[src/rtl/axi_ahbl_bridge_if.sv]
// Bus bundle for the AXI4-slave / AHB-Lite-master bridge.
// The slave modport is the bridge's view; master is the surrounding system.
interface axi_ahbl_bridge_if #(
    parameter int ID_WIDTH   = 4,
    parameter int ADDR_WIDTH = 32
);
    logic [ID_WIDTH-1:0]   s_awid;
    logic [ADDR_WIDTH-1:0] s_awaddr;
    logic [7:0]            s_awlen;
    logic [2:0]            s_awsize;
    logic [1:0]            s_awburst;
    logic                  s_awvalid;
    logic                  s_awready;
    logic [31:0]           s_wdata;
    logic [3:0]            s_wstrb;
    logic                  s_wlast;
    logic                  s_wvalid;
    logic                  s_wready;
    logic [ID_WIDTH-1:0]   s_bid;
    logic [1:0]            s_bresp;
    logic                  s_bvalid;
    logic                  s_bready;
    logic [ID_WIDTH-1:0]   s_arid;
    logic [ADDR_WIDTH-1:0] s_araddr;
    logic [7:0]            s_arlen;
    logic [2:0]            s_arsize;
    logic [1:0]            s_arburst;
    logic                  s_arvalid;
    logic                  s_arready;
    logic [ID_WIDTH-1:0]   s_rid;
    logic [31:0]           s_rdata;
    logic [1:0]            s_rresp;
    logic                  s_rlast;
    logic                  s_rvalid;
    logic                  s_rready;
    logic [ADDR_WIDTH-1:0] m_haddr;
    logic [2:0]            m_hburst;
    logic [2:0]            m_hsize;
    logic [1:0]            m_htrans;
    logic                  m_hwrite;
    logic [31:0]           m_hwdata;
    logic [31:0]           m_hrdata;
    logic                  m_hready;
    logic                  m_hresp;

    modport slave (
        input  s_awid, s_awaddr, s_awlen, s_awsize, s_awburst, s_awvalid,
        output s_awready,
        input  s_wdata, s_wstrb, s_wlast, s_wvalid,
        output s_wready,
        output s_bid, s_bresp, s_bvalid,
        input  s_bready,
        input  s_arid, s_araddr, s_arlen, s_arsize, s_arburst, s_arvalid,
        output s_arready,
        output s_rid, s_rdata, s_rresp, s_rlast, s_rvalid,
        input  s_rready,
        output m_haddr, m_hburst, m_hsize, m_htrans, m_hwrite, m_hwdata,
        input  m_hrdata, m_hready, m_hresp
    );

    modport master (
        output s_awid, s_awaddr, s_awlen, s_awsize, s_awburst, s_awvalid,
        input  s_awready,
        output s_wdata, s_wstrb, s_wlast, s_wvalid,
        input  s_wready,
        input  s_bid, s_bresp, s_bvalid,
        output s_bready,
        output s_arid, s_araddr, s_arlen, s_arsize, s_arburst, s_arvalid,
        input  s_arready,
        input  s_rid, s_rdata, s_rresp, s_rlast, s_rvalid,
        output s_rready,
        input  m_haddr, m_hburst, m_hsize, m_htrans, m_hwrite, m_hwdata,
        output m_hrdata, m_hready, m_hresp
    );
endinterface

[src/rtl/axi_ahbl_bridge.sv]
// AXI4 slave to AHB-Lite master bridge: every AXI beat becomes one
// non-pipelined AHB NONSEQ transfer, one transaction in flight at a time.
module axi_ahbl_bridge #(
    parameter int ID_WIDTH   = 4,
    parameter int ADDR_WIDTH = 32
) (
    input  logic             aclk,
    input  logic             aresetn,
    axi_ahbl_bridge_if.slave bus
);
    typedef enum logic [2:0] {IDLE, WDAT, WADR, WPH, BRSP, RADR, RPH, RBEAT} state_t;

    localparam logic [1:0] HT_IDLE = 2'b00;
    localparam logic [1:0] HT_NSEQ = 2'b10;
    localparam logic [1:0] R_OKAY  = 2'b00;
    localparam logic [1:0] R_SLV   = 2'b10;

    state_t                state_q;
    logic [ID_WIDTH-1:0]   id_q;
    logic [ADDR_WIDTH-1:0] addr_q;
    logic [7:0]            len_q, cnt_q;
    logic [2:0]            size_q;
    logic [1:0]            burst_q;
    logic                  err_q, rd_last_q;
    logic                  awready_q, arready_q, wready_q, bvalid_q, rvalid_q, rlast_q;
    logic [1:0]            bresp_q, rresp_q, htrans_q;
    logic [31:0]           rdata_q, hwdata_q;
    logic [ADDR_WIDTH-1:0] haddr_q;
    logic [2:0]            hsize_q;
    logic                  hwrite_q;

    logic [ADDR_WIDTH-1:0] incr, wmask, addr_d;
    logic                  last_beat, bad_size, beat_err;

    always_comb begin
        incr  = ADDR_WIDTH'(1) << size_q;
        wmask = ((ADDR_WIDTH'(len_q) + ADDR_WIDTH'(1)) << size_q) - ADDR_WIDTH'(1);
        case (burst_q)
            2'b00:   addr_d = addr_q;
            2'b10:   addr_d = (addr_q & ~wmask) | ((addr_q + incr) & wmask);
            default: addr_d = addr_q + incr;
        endcase
    end

    assign last_beat = (cnt_q == len_q);
    assign bad_size  = (size_q > 3'd2);
    assign beat_err  = err_q | (!bad_size & bus.m_hresp);

    // Byte lanes and wlast carry no information here: hsize and awlen govern.
    logic unused_w;
    assign unused_w = ^{bus.s_wstrb, bus.s_wlast};

    always_ff @(posedge aclk or negedge aresetn) begin
        if (!aresetn) begin
            state_q   <= IDLE;
            id_q      <= '0;
            addr_q    <= '0;
            len_q     <= '0;
            cnt_q     <= '0;
            size_q    <= '0;
            burst_q   <= '0;
            err_q     <= 1'b0;
            rd_last_q <= 1'b1;
            awready_q <= 1'b0;
            arready_q <= 1'b0;
            wready_q  <= 1'b0;
            bvalid_q  <= 1'b0;
            bresp_q   <= R_OKAY;
            rvalid_q  <= 1'b0;
            rlast_q   <= 1'b0;
            rresp_q   <= R_OKAY;
            rdata_q   <= '0;
            htrans_q  <= HT_IDLE;
            haddr_q   <= '0;
            hsize_q   <= '0;
            hwrite_q  <= 1'b0;
            hwdata_q  <= '0;
        end else begin
            case (state_q)
                IDLE: begin
                    // A pending read only loses to a write if the read went last.
                    if (bus.s_awvalid && (!bus.s_arvalid || rd_last_q)) begin
                        awready_q <= 1'b1;
                        wready_q  <= 1'b1;
                        id_q      <= bus.s_awid;
                        addr_q    <= bus.s_awaddr;
                        len_q     <= bus.s_awlen;
                        size_q    <= bus.s_awsize;
                        burst_q   <= bus.s_awburst;
                        cnt_q     <= '0;
                        err_q     <= 1'b0;
                        rd_last_q <= 1'b0;
                        state_q   <= WDAT;
                    end else if (bus.s_arvalid) begin
                        arready_q <= 1'b1;
                        id_q      <= bus.s_arid;
                        addr_q    <= bus.s_araddr;
                        len_q     <= bus.s_arlen;
                        size_q    <= bus.s_arsize;
                        burst_q   <= bus.s_arburst;
                        cnt_q     <= '0;
                        rd_last_q <= 1'b1;
                        state_q   <= RADR;
                    end
                end
                WDAT: begin
                    awready_q <= 1'b0;
                    if (bus.s_wvalid && wready_q) begin
                        hwdata_q <= bus.s_wdata;
                        wready_q <= 1'b0;
                        state_q  <= WADR;
                    end
                end
                WADR: begin
                    if (bad_size) begin
                        err_q <= 1'b1;
                    end else begin
                        htrans_q <= HT_NSEQ;
                        hwrite_q <= 1'b1;
                        haddr_q  <= addr_q;
                        hsize_q  <= size_q;
                    end
                    state_q <= WPH;
                end
                WPH: begin
                    // NONSEQ still showing means the address phase has not been accepted.
                    if (htrans_q == HT_NSEQ) begin
                        if (bus.m_hready) htrans_q <= HT_IDLE;
                    end else if (bad_size || bus.m_hready) begin
                        err_q <= beat_err;
                        if (last_beat) begin
                            bvalid_q <= 1'b1;
                            bresp_q  <= beat_err ? R_SLV : R_OKAY;
                            state_q  <= BRSP;
                        end else begin
                            cnt_q    <= cnt_q + 8'd1;
                            addr_q   <= addr_d;
                            wready_q <= 1'b1;
                            state_q  <= WDAT;
                        end
                    end
                end
                BRSP: begin
                    if (bus.s_bready) begin
                        bvalid_q <= 1'b0;
                        err_q    <= 1'b0;
                        state_q  <= IDLE;
                    end
                end
                RADR: begin
                    arready_q <= 1'b0;
                    if (bad_size) begin
                        rdata_q  <= '0;
                        rresp_q  <= R_SLV;
                        rvalid_q <= 1'b1;
                        rlast_q  <= last_beat;
                        state_q  <= RBEAT;
                    end else begin
                        htrans_q <= HT_NSEQ;
                        hwrite_q <= 1'b0;
                        haddr_q  <= addr_q;
                        hsize_q  <= size_q;
                        state_q  <= RPH;
                    end
                end
                RPH: begin
                    if (htrans_q == HT_NSEQ) begin
                        if (bus.m_hready) htrans_q <= HT_IDLE;
                    end else if (bus.m_hready) begin
                        rdata_q  <= bus.m_hrdata;
                        rresp_q  <= bus.m_hresp ? R_SLV : R_OKAY;
                        rvalid_q <= 1'b1;
                        rlast_q  <= last_beat;
                        state_q  <= RBEAT;
                    end
                end
                RBEAT: begin
                    if (bus.s_rready) begin
                        rvalid_q <= 1'b0;
                        rlast_q  <= 1'b0;
                        if (last_beat) begin
                            state_q <= IDLE;
                        end else begin
                            cnt_q   <= cnt_q + 8'd1;
                            addr_q  <= addr_d;
                            state_q <= RADR;
                        end
                    end
                end
                default: state_q <= IDLE;
            endcase
        end
    end

    assign bus.s_awready = awready_q;
    assign bus.s_arready = arready_q;
    assign bus.s_wready  = wready_q;
    assign bus.s_bid     = id_q;
    assign bus.s_bresp   = bresp_q;
    assign bus.s_bvalid  = bvalid_q;
    assign bus.s_rid     = id_q;
    assign bus.s_rdata   = rdata_q;
    assign bus.s_rresp   = rresp_q;
    assign bus.s_rlast   = rlast_q;
    assign bus.s_rvalid  = rvalid_q;
    assign bus.m_haddr   = haddr_q;
    assign bus.m_hburst  = 3'b000;
    assign bus.m_hsize   = hsize_q;
    assign bus.m_htrans  = htrans_q;
    assign bus.m_hwrite  = hwrite_q;
    assign bus.m_hwdata  = hwdata_q;
endmodule

[src/flat_wrapper.sv]
// flat-port wrapper written by rule: the top's interface ports become plain ports
module axi_ahbl_bridge_flat 
#(
    parameter int ID_WIDTH   = 4,
    parameter int ADDR_WIDTH = 32
)
  (aclk, aresetn, bus_s_awid, bus_s_awaddr, bus_s_awlen, bus_s_awsize, bus_s_awburst, bus_s_awvalid, bus_s_awready, bus_s_wdata, bus_s_wstrb, bus_s_wlast, bus_s_wvalid, bus_s_wready, bus_s_bid, bus_s_bresp, bus_s_bvalid, bus_s_bready, bus_s_arid, bus_s_araddr, bus_s_arlen, bus_s_arsize, bus_s_arburst, bus_s_arvalid, bus_s_arready, bus_s_rid, bus_s_rdata, bus_s_rresp, bus_s_rlast, bus_s_rvalid, bus_s_rready, bus_m_haddr, bus_m_hburst, bus_m_hsize, bus_m_htrans, bus_m_hwrite, bus_m_hwdata, bus_m_hrdata, bus_m_hready, bus_m_hresp);
  axi_ahbl_bridge_if #(.ID_WIDTH(ID_WIDTH), .ADDR_WIDTH(ADDR_WIDTH)) bus_i ();
  input  logic aclk;
  input  logic aresetn;
  input wire logic [$bits(bus_i.s_awid)-1:0] bus_s_awid;
  input wire logic [$bits(bus_i.s_awaddr)-1:0] bus_s_awaddr;
  input wire logic [$bits(bus_i.s_awlen)-1:0] bus_s_awlen;
  input wire logic [$bits(bus_i.s_awsize)-1:0] bus_s_awsize;
  input wire logic [$bits(bus_i.s_awburst)-1:0] bus_s_awburst;
  input wire logic [$bits(bus_i.s_awvalid)-1:0] bus_s_awvalid;
  output wire logic [$bits(bus_i.s_awready)-1:0] bus_s_awready;
  input wire logic [$bits(bus_i.s_wdata)-1:0] bus_s_wdata;
  input wire logic [$bits(bus_i.s_wstrb)-1:0] bus_s_wstrb;
  input wire logic [$bits(bus_i.s_wlast)-1:0] bus_s_wlast;
  input wire logic [$bits(bus_i.s_wvalid)-1:0] bus_s_wvalid;
  output wire logic [$bits(bus_i.s_wready)-1:0] bus_s_wready;
  output wire logic [$bits(bus_i.s_bid)-1:0] bus_s_bid;
  output wire logic [$bits(bus_i.s_bresp)-1:0] bus_s_bresp;
  output wire logic [$bits(bus_i.s_bvalid)-1:0] bus_s_bvalid;
  input wire logic [$bits(bus_i.s_bready)-1:0] bus_s_bready;
  input wire logic [$bits(bus_i.s_arid)-1:0] bus_s_arid;
  input wire logic [$bits(bus_i.s_araddr)-1:0] bus_s_araddr;
  input wire logic [$bits(bus_i.s_arlen)-1:0] bus_s_arlen;
  input wire logic [$bits(bus_i.s_arsize)-1:0] bus_s_arsize;
  input wire logic [$bits(bus_i.s_arburst)-1:0] bus_s_arburst;
  input wire logic [$bits(bus_i.s_arvalid)-1:0] bus_s_arvalid;
  output wire logic [$bits(bus_i.s_arready)-1:0] bus_s_arready;
  output wire logic [$bits(bus_i.s_rid)-1:0] bus_s_rid;
  output wire logic [$bits(bus_i.s_rdata)-1:0] bus_s_rdata;
  output wire logic [$bits(bus_i.s_rresp)-1:0] bus_s_rresp;
  output wire logic [$bits(bus_i.s_rlast)-1:0] bus_s_rlast;
  output wire logic [$bits(bus_i.s_rvalid)-1:0] bus_s_rvalid;
  input wire logic [$bits(bus_i.s_rready)-1:0] bus_s_rready;
  output wire logic [$bits(bus_i.m_haddr)-1:0] bus_m_haddr;
  output wire logic [$bits(bus_i.m_hburst)-1:0] bus_m_hburst;
  output wire logic [$bits(bus_i.m_hsize)-1:0] bus_m_hsize;
  output wire logic [$bits(bus_i.m_htrans)-1:0] bus_m_htrans;
  output wire logic [$bits(bus_i.m_hwrite)-1:0] bus_m_hwrite;
  output wire logic [$bits(bus_i.m_hwdata)-1:0] bus_m_hwdata;
  input wire logic [$bits(bus_i.m_hrdata)-1:0] bus_m_hrdata;
  input wire logic [$bits(bus_i.m_hready)-1:0] bus_m_hready;
  input wire logic [$bits(bus_i.m_hresp)-1:0] bus_m_hresp;
  assign bus_i.s_awid = bus_s_awid;
  assign bus_i.s_awaddr = bus_s_awaddr;
  assign bus_i.s_awlen = bus_s_awlen;
  assign bus_i.s_awsize = bus_s_awsize;
  assign bus_i.s_awburst = bus_s_awburst;
  assign bus_i.s_awvalid = bus_s_awvalid;
  assign bus_s_awready = bus_i.s_awready;
  assign bus_i.s_wdata = bus_s_wdata;
  assign bus_i.s_wstrb = bus_s_wstrb;
  assign bus_i.s_wlast = bus_s_wlast;
  assign bus_i.s_wvalid = bus_s_wvalid;
  assign bus_s_wready = bus_i.s_wready;
  assign bus_s_bid = bus_i.s_bid;
  assign bus_s_bresp = bus_i.s_bresp;
  assign bus_s_bvalid = bus_i.s_bvalid;
  assign bus_i.s_bready = bus_s_bready;
  assign bus_i.s_arid = bus_s_arid;
  assign bus_i.s_araddr = bus_s_araddr;
  assign bus_i.s_arlen = bus_s_arlen;
  assign bus_i.s_arsize = bus_s_arsize;
  assign bus_i.s_arburst = bus_s_arburst;
  assign bus_i.s_arvalid = bus_s_arvalid;
  assign bus_s_arready = bus_i.s_arready;
  assign bus_s_rid = bus_i.s_rid;
  assign bus_s_rdata = bus_i.s_rdata;
  assign bus_s_rresp = bus_i.s_rresp;
  assign bus_s_rlast = bus_i.s_rlast;
  assign bus_s_rvalid = bus_i.s_rvalid;
  assign bus_i.s_rready = bus_s_rready;
  assign bus_m_haddr = bus_i.m_haddr;
  assign bus_m_hburst = bus_i.m_hburst;
  assign bus_m_hsize = bus_i.m_hsize;
  assign bus_m_htrans = bus_i.m_htrans;
  assign bus_m_hwrite = bus_i.m_hwrite;
  assign bus_m_hwdata = bus_i.m_hwdata;
  assign bus_i.m_hrdata = bus_m_hrdata;
  assign bus_i.m_hready = bus_m_hready;
  assign bus_i.m_hresp = bus_m_hresp;
  axi_ahbl_bridge #(.ID_WIDTH(ID_WIDTH), .ADDR_WIDTH(ADDR_WIDTH)) u_core (.aclk(aclk), .aresetn(aresetn), .bus(bus_i));
endmodule
[config.mk]
export PLATFORM = sky130hd
export DESIGN_NAME = axi_ahbl_bridge_flat
export DESIGN_NICKNAME = d
export VERILOG_FILES = /design/src/rtl/axi_ahbl_bridge_if.sv /design/src/rtl/axi_ahbl_bridge.sv /design/src/flat_wrapper.sv
export SDC_FILE = /design/constraint.sdc
export NUM_CORES = 1
export LEC_CHECK = 0
export BUFFER_PORTS_ARGS = -buffer_cell sky130_fd_sc_hd__buf_2
export CAP_MARGIN = 20
export CORE_ASPECT_RATIO = 0.7
export CORE_MARGIN = 8
export CORE_UTILIZATION = 45
export DETAILED_ROUTE_END_ITERATION = 8
export GPL_TIMING_DRIVEN = 0
export PLACE_DENSITY_LB_ADDON = 0.12
export SYNTH_ARGS = -nofsm -noshare
export SYNTH_HDL_FRONTEND = slang
export SYNTH_SLANG_ARGS = --single-unit
[constraint.sdc]
create_clock -name aclk -period 5.1 [get_ports aclk]
set_clock_uncertainty 0.2 [all_clocks]
set_input_delay 1.02 -clock aclk [delete_from_list [all_inputs] [get_ports aclk]]
set_output_delay 1.02 -clock aclk [all_outputs]
set_load 0.01 [all_outputs]
# Word level (Yosys, flattened, before mapping)
# Index checks and enable logic that the tools add are counted.
[classes]
add_sub_neg = 4
n_reduce_logical = 36
shifts = 2
n_eq_ne = 30
bitwise = 8
magnitude_cmp = 1
n_mux = 82
[op_table]
columns = ["operator", "n"]
rows = [
  ["2-to-1 mux 32 bit", 9],
  ["case mux 32 bit (2 select lines)", 2],
  ["case mux 32 bit (3 select lines)", 1],
  ["bitwise AND 32 bit", 2],
  ["2-to-1 mux 8 bit", 8],
  ["2-to-1 mux 3 bit", 13],
  ["adder 32 bit", 1],
  ["NOT 32 bit", 1],
  ["bitwise OR 32 bit", 1],
  ["<< shifter 1 x 3 -> 32 bit (first input constant)", 1],
  ["<< shifter 32 x 3 -> 32 bit", 1],
  ["subtractor 32 x 1 -> 32 bit (second input constant)", 1],
  ["2-to-1 mux 1 bit", 25],
  ["case mux 3 bit (8 select lines)", 1],
  ["case mux 8 bit (3 select lines)", 1],
  ["!= test 2 bit (second input constant)", 11],
  ["2-to-1 mux 2 bit", 10],
  ["!= test 2 x 1 -> 1 bit (second input constant)", 8],
  ["AND reduction 5 bit", 3],
  ["nonzero test 2 bit", 7],
  ["== test 3 bit (second input constant)", 4],
  ["AND reduction 4 bit", 3],
  ["AND reduction 6 bit", 2],
  ["adder 8 x 1 -> 9 bit (second input constant)", 1],
  ["other kinds (26)", 46],
]
[word_totals]
input_bits = 176
wordCells = 186
register_bits = 174

# Depth between registers and ports, before layout
[depth]
ltp_word = 11
mapped_depth = 16
mapped_depth_nobuf = 15

# Worst setup path before layout
# Ideal clock, no wire load.
[synth_timing]
path_kind = "register to register"
start = "register u_core.len_q[0]"
end = "register with a tool-made name"
slack_ns = 1.457
n_path_buf = 1
period_less_slack_ns = 3.643
stages_incl_launch_ff = 16
arrival_time_ns = 3.321
path_cell_list = "dfrtp_1 ha_1 and3_2 xnor2_1 a2bb2oi_1 o21ai_1 or3_1 buf_2 nor4b_1 and3_1 ha_1 nand2_1 nand2_1 o21ai_0 a21oi_1 o221a_2"
[synth_rtl]
columns = ["element", "line_no", "text"]
rows = [
  ["from (decl)", "axi_ahbl_bridge.sv:21", "logic [7:0] len_q, cnt_q;"],
  ["from (signal assigned)", "axi_ahbl_bridge.sv:87", "len_q <= bus.s_awlen;"],
  ["from (signal assigned)", "axi_ahbl_bridge.sv:98", "len_q <= bus.s_arlen;"],
]

==> flow_summary.toml <==
[outcome]
status = "complete, no violations"

[critical_path]
path_delay_family = "compound AO/OA/AOI/OAI gates"
cp_cell_sequence = "clkbuf_1 > clkbuf_1 > clkbuf_1 > nor3_1 > ha_1 > o21ai_0 > o21ai_0 > o311ai_0 > o22ai_2 > nand2_1 > nor2_1 > nand4_1 > or3_1 > a32o_1"
crit_top_cell = "clkbuf_1"
max_stage_delay_ps = 540
worstSetupPathType = "reg2reg"
setup.worst_path.start_class = "flop"
r2r_setup_slack_ps = 600
cp_slowest_cell = "o22ai_2"
cp_data_arrival_time_ps = 4630
cp_num_buf_inv = 3
path_max_fanout = 10
cp-end-kind = "flop"
required_ps = 5230

[grt]
track_usage_pct = 24.6
overflow = 0
grt_pass1_vias = 9378
grt_max_degree = 118
grt_pass1_wl_mm = 54.0
antenna_found_initial = 0

[run]
drv_cap = 0

[placement]
io_buffers = 287
preCtsSetupSlack_ps = 417
post-dp-hpwl_mm = 26.7
routabilityCongestion = 0.938

[timing]
tightest_slew_ps = 1010
rsz0062_at_grt = "no"
min_period_over_period_pct = 88.2
setup_viol_count_final = 0
slew_viol_final = 0
tns_ps = 0
max_freq_mhz = 222
post-route-min-period_ps = 4500
maxSlewHeadroom_pct = 32.3
setup_ws_ps = 602
finalHoldViolCount = 0

[pwr]
combPwrFrac_pct = 54.1
power_w = 0.00824
p_per_area_nw_per_um2 = 658
ir_worst_vdd_v = 0.000337
internal_power_w = 0.00444
leakagePower_nw = 5.90
sw_frac_of_total_pct = 46.1
p_switching_w = 0.00380
seqPwrFrac_pct = 28.9
clockPowerShare_pct = 17.0

[drt]
wire_per_inst_microns = 20.8
vias = 9631
viasPerCell = 5.79
routed_wirelength_mm = 34.6
antenna_left = 0
drtPass1Iterations = 5
post-route-drc-count = 0
wl_met3_mm = 2.82
highest_layer = "met4"
routed-wl-met2_mm = 15.3
m1WireLength_mm = 16.2
first_iter_violations = 797

[die]
initial_core_util_pct = 46.0
io_pins = 299
die_x_microns = 194
die-area_sq_um = 27400
core_area_sq_um = 21800
dieHeight_microns = 141
rows = 45

[clocking]
numCtsBuffers = 17
cts_resized = 0
clkLatencyLatePin_ps = 440
tritoncts = "built"
postCtsSetupBuffers = 0
ctsRootBufferMaster = "clkbuf_16"
path_clk_slew_ps = 70
cts.sinks = 171
h-tree-depth = 4
holdBufCountCts = 0
clk_path_buf_depth = 2

[synthesis]
synth_cells = 1056
avgSynthCellArea_sq_um = 9.49
ys_ff_latch = 171
yosys_warnings = 0
synth_enable_flop_cells = 0
seq_area_frac_synth_pct = 42.7
async_reset_ff_share_pct = 100
synth_area_sq_um = 10000
synthFlopType = "dfrtp_1"
yosys.cell_types.count = 86

[worst_hold_path]
hold_class = "in2async"

[cells_and_area]
layout-drive-gt1-share_pct = 31.4
diodes = 0
syn_to_final_growth_pct = 24.9
fin_nets = 1561
## worst paths after layout
kind,startpoint,cells after the start,to
hold reg to reg,u_core.bus.s_rlast,1,u_core.bus.s_rlast
setup / recovery,u_core.size_q[2],14,flop
hold / removal,aresetn,1,u_core.bus.m_hsize[2]
setup reg to reg,u_core.size_q[2],14,flop
min in group aclk,u_core.bus.s_rlast,1,u_core.bus.s_rlast
max in group asynchronous,aresetn,2,asynchronous set/reset pin
## placed cells by master, fill, tap and decap left out, types with 26 or more instances in the layout
cell type,count
a22o_1,35
nor3_1,26
nand3_1,40
clkbuf_1,51
nand2_1,113
a21oi_1,52
dfrtp_1,170
mux2_2,67
inv_1,29
nor2_1,60
mux2i_1,41
o21ai_0,66
buf_2,296
## layout make-up
type,count,area (sq um)
fillers,2038,9270
multi-input cells,778,5280
flip-flops and latches,171,4280
repair buffers,288,1470
clock buffers,17,425
plain buffers,82,373
well taps,282,353
clock inverters,15,220
inverters,30,113
## power by group through the flow
stage	clock (W)	combinational (W)	sequential, W
final	0.00140	0.00446	0.00238
after global routing	0.00147	0.00487	0.00246
after CTS	0.00142	0.00441	0.00237
after detailed placement	0	0.00440	0.00239
after global placement	0	0.00435	0.00238
after floorplan	0	0.00278	0.00249
## cell families (layout without fill, tap and decap cells)
group / count (synthesis) / count (layout) / synth area share (%)
buf+inv: 112 / 432 / 4.84
mux: 110 / 110 / 11.9
simple gates: 332 / 332 / 16.3
other cells: 1 / 6 / 0.0374
fa+ha+maj: 17 / 17 / 2.20
compound gates: 287 / 287 / 19.8
xor+xnor: 26 / 26 / 2.27
flops: 171 / 171 / 42.7
## metal layers
metal / global-route usage, % / up-vias
met5: 0 / -
li1: - / 4511
met4: 3.25 / 0
met3: 6.32 / 23
met2: 37.3 / 420
met1: 35.8 / 4677
## synthesized netlist by cell type (12+ instances only)
cell type / n / area, sq um
nand3_1: 40 / 200
clkbuf_1: 51 / 191
o21ai_0: 66 / 330
nand2b_1: 13 / 81.3
a31oi_1: 15 / 93.8
nor3_1: 26 / 130
a211oi_1: 14 / 105
a22o_1: 35 / 307
nand2_1: 113 / 424
dfrtp_1: 170 / 4250
a21oi_1: 52 / 260
mux2i_1: 41 / 410
nand4_1: 12 / 75.1
mux2_2: 67 / 754
ha_1: 16 / 200
and3_1: 16 / 100
xor2_1: 18 / 158
buf_4: 12 / 90.1
inv_1: 29 / 109
nor2_1: 60 / 225
## through the flow
step | hold WS (ps) | std cells | utilization (%) | cell area [sq um]
3_3_place_gp | 268 | 1630 | 54.3 | 11800
3_5_place_dp | 268 | 1631 | 54.5 | 11900
4_1_cts | 297 | 1663 | 57.4 | 12500
5_1_grt | 311 | 1663 | 57.5 | 12500
2_1_floorplan | 278 | 1061 | - | 10000
6_report | 268 | 1663 | 57.5 | 12500
No activity file was read; power rests on OpenSTA's default activity.
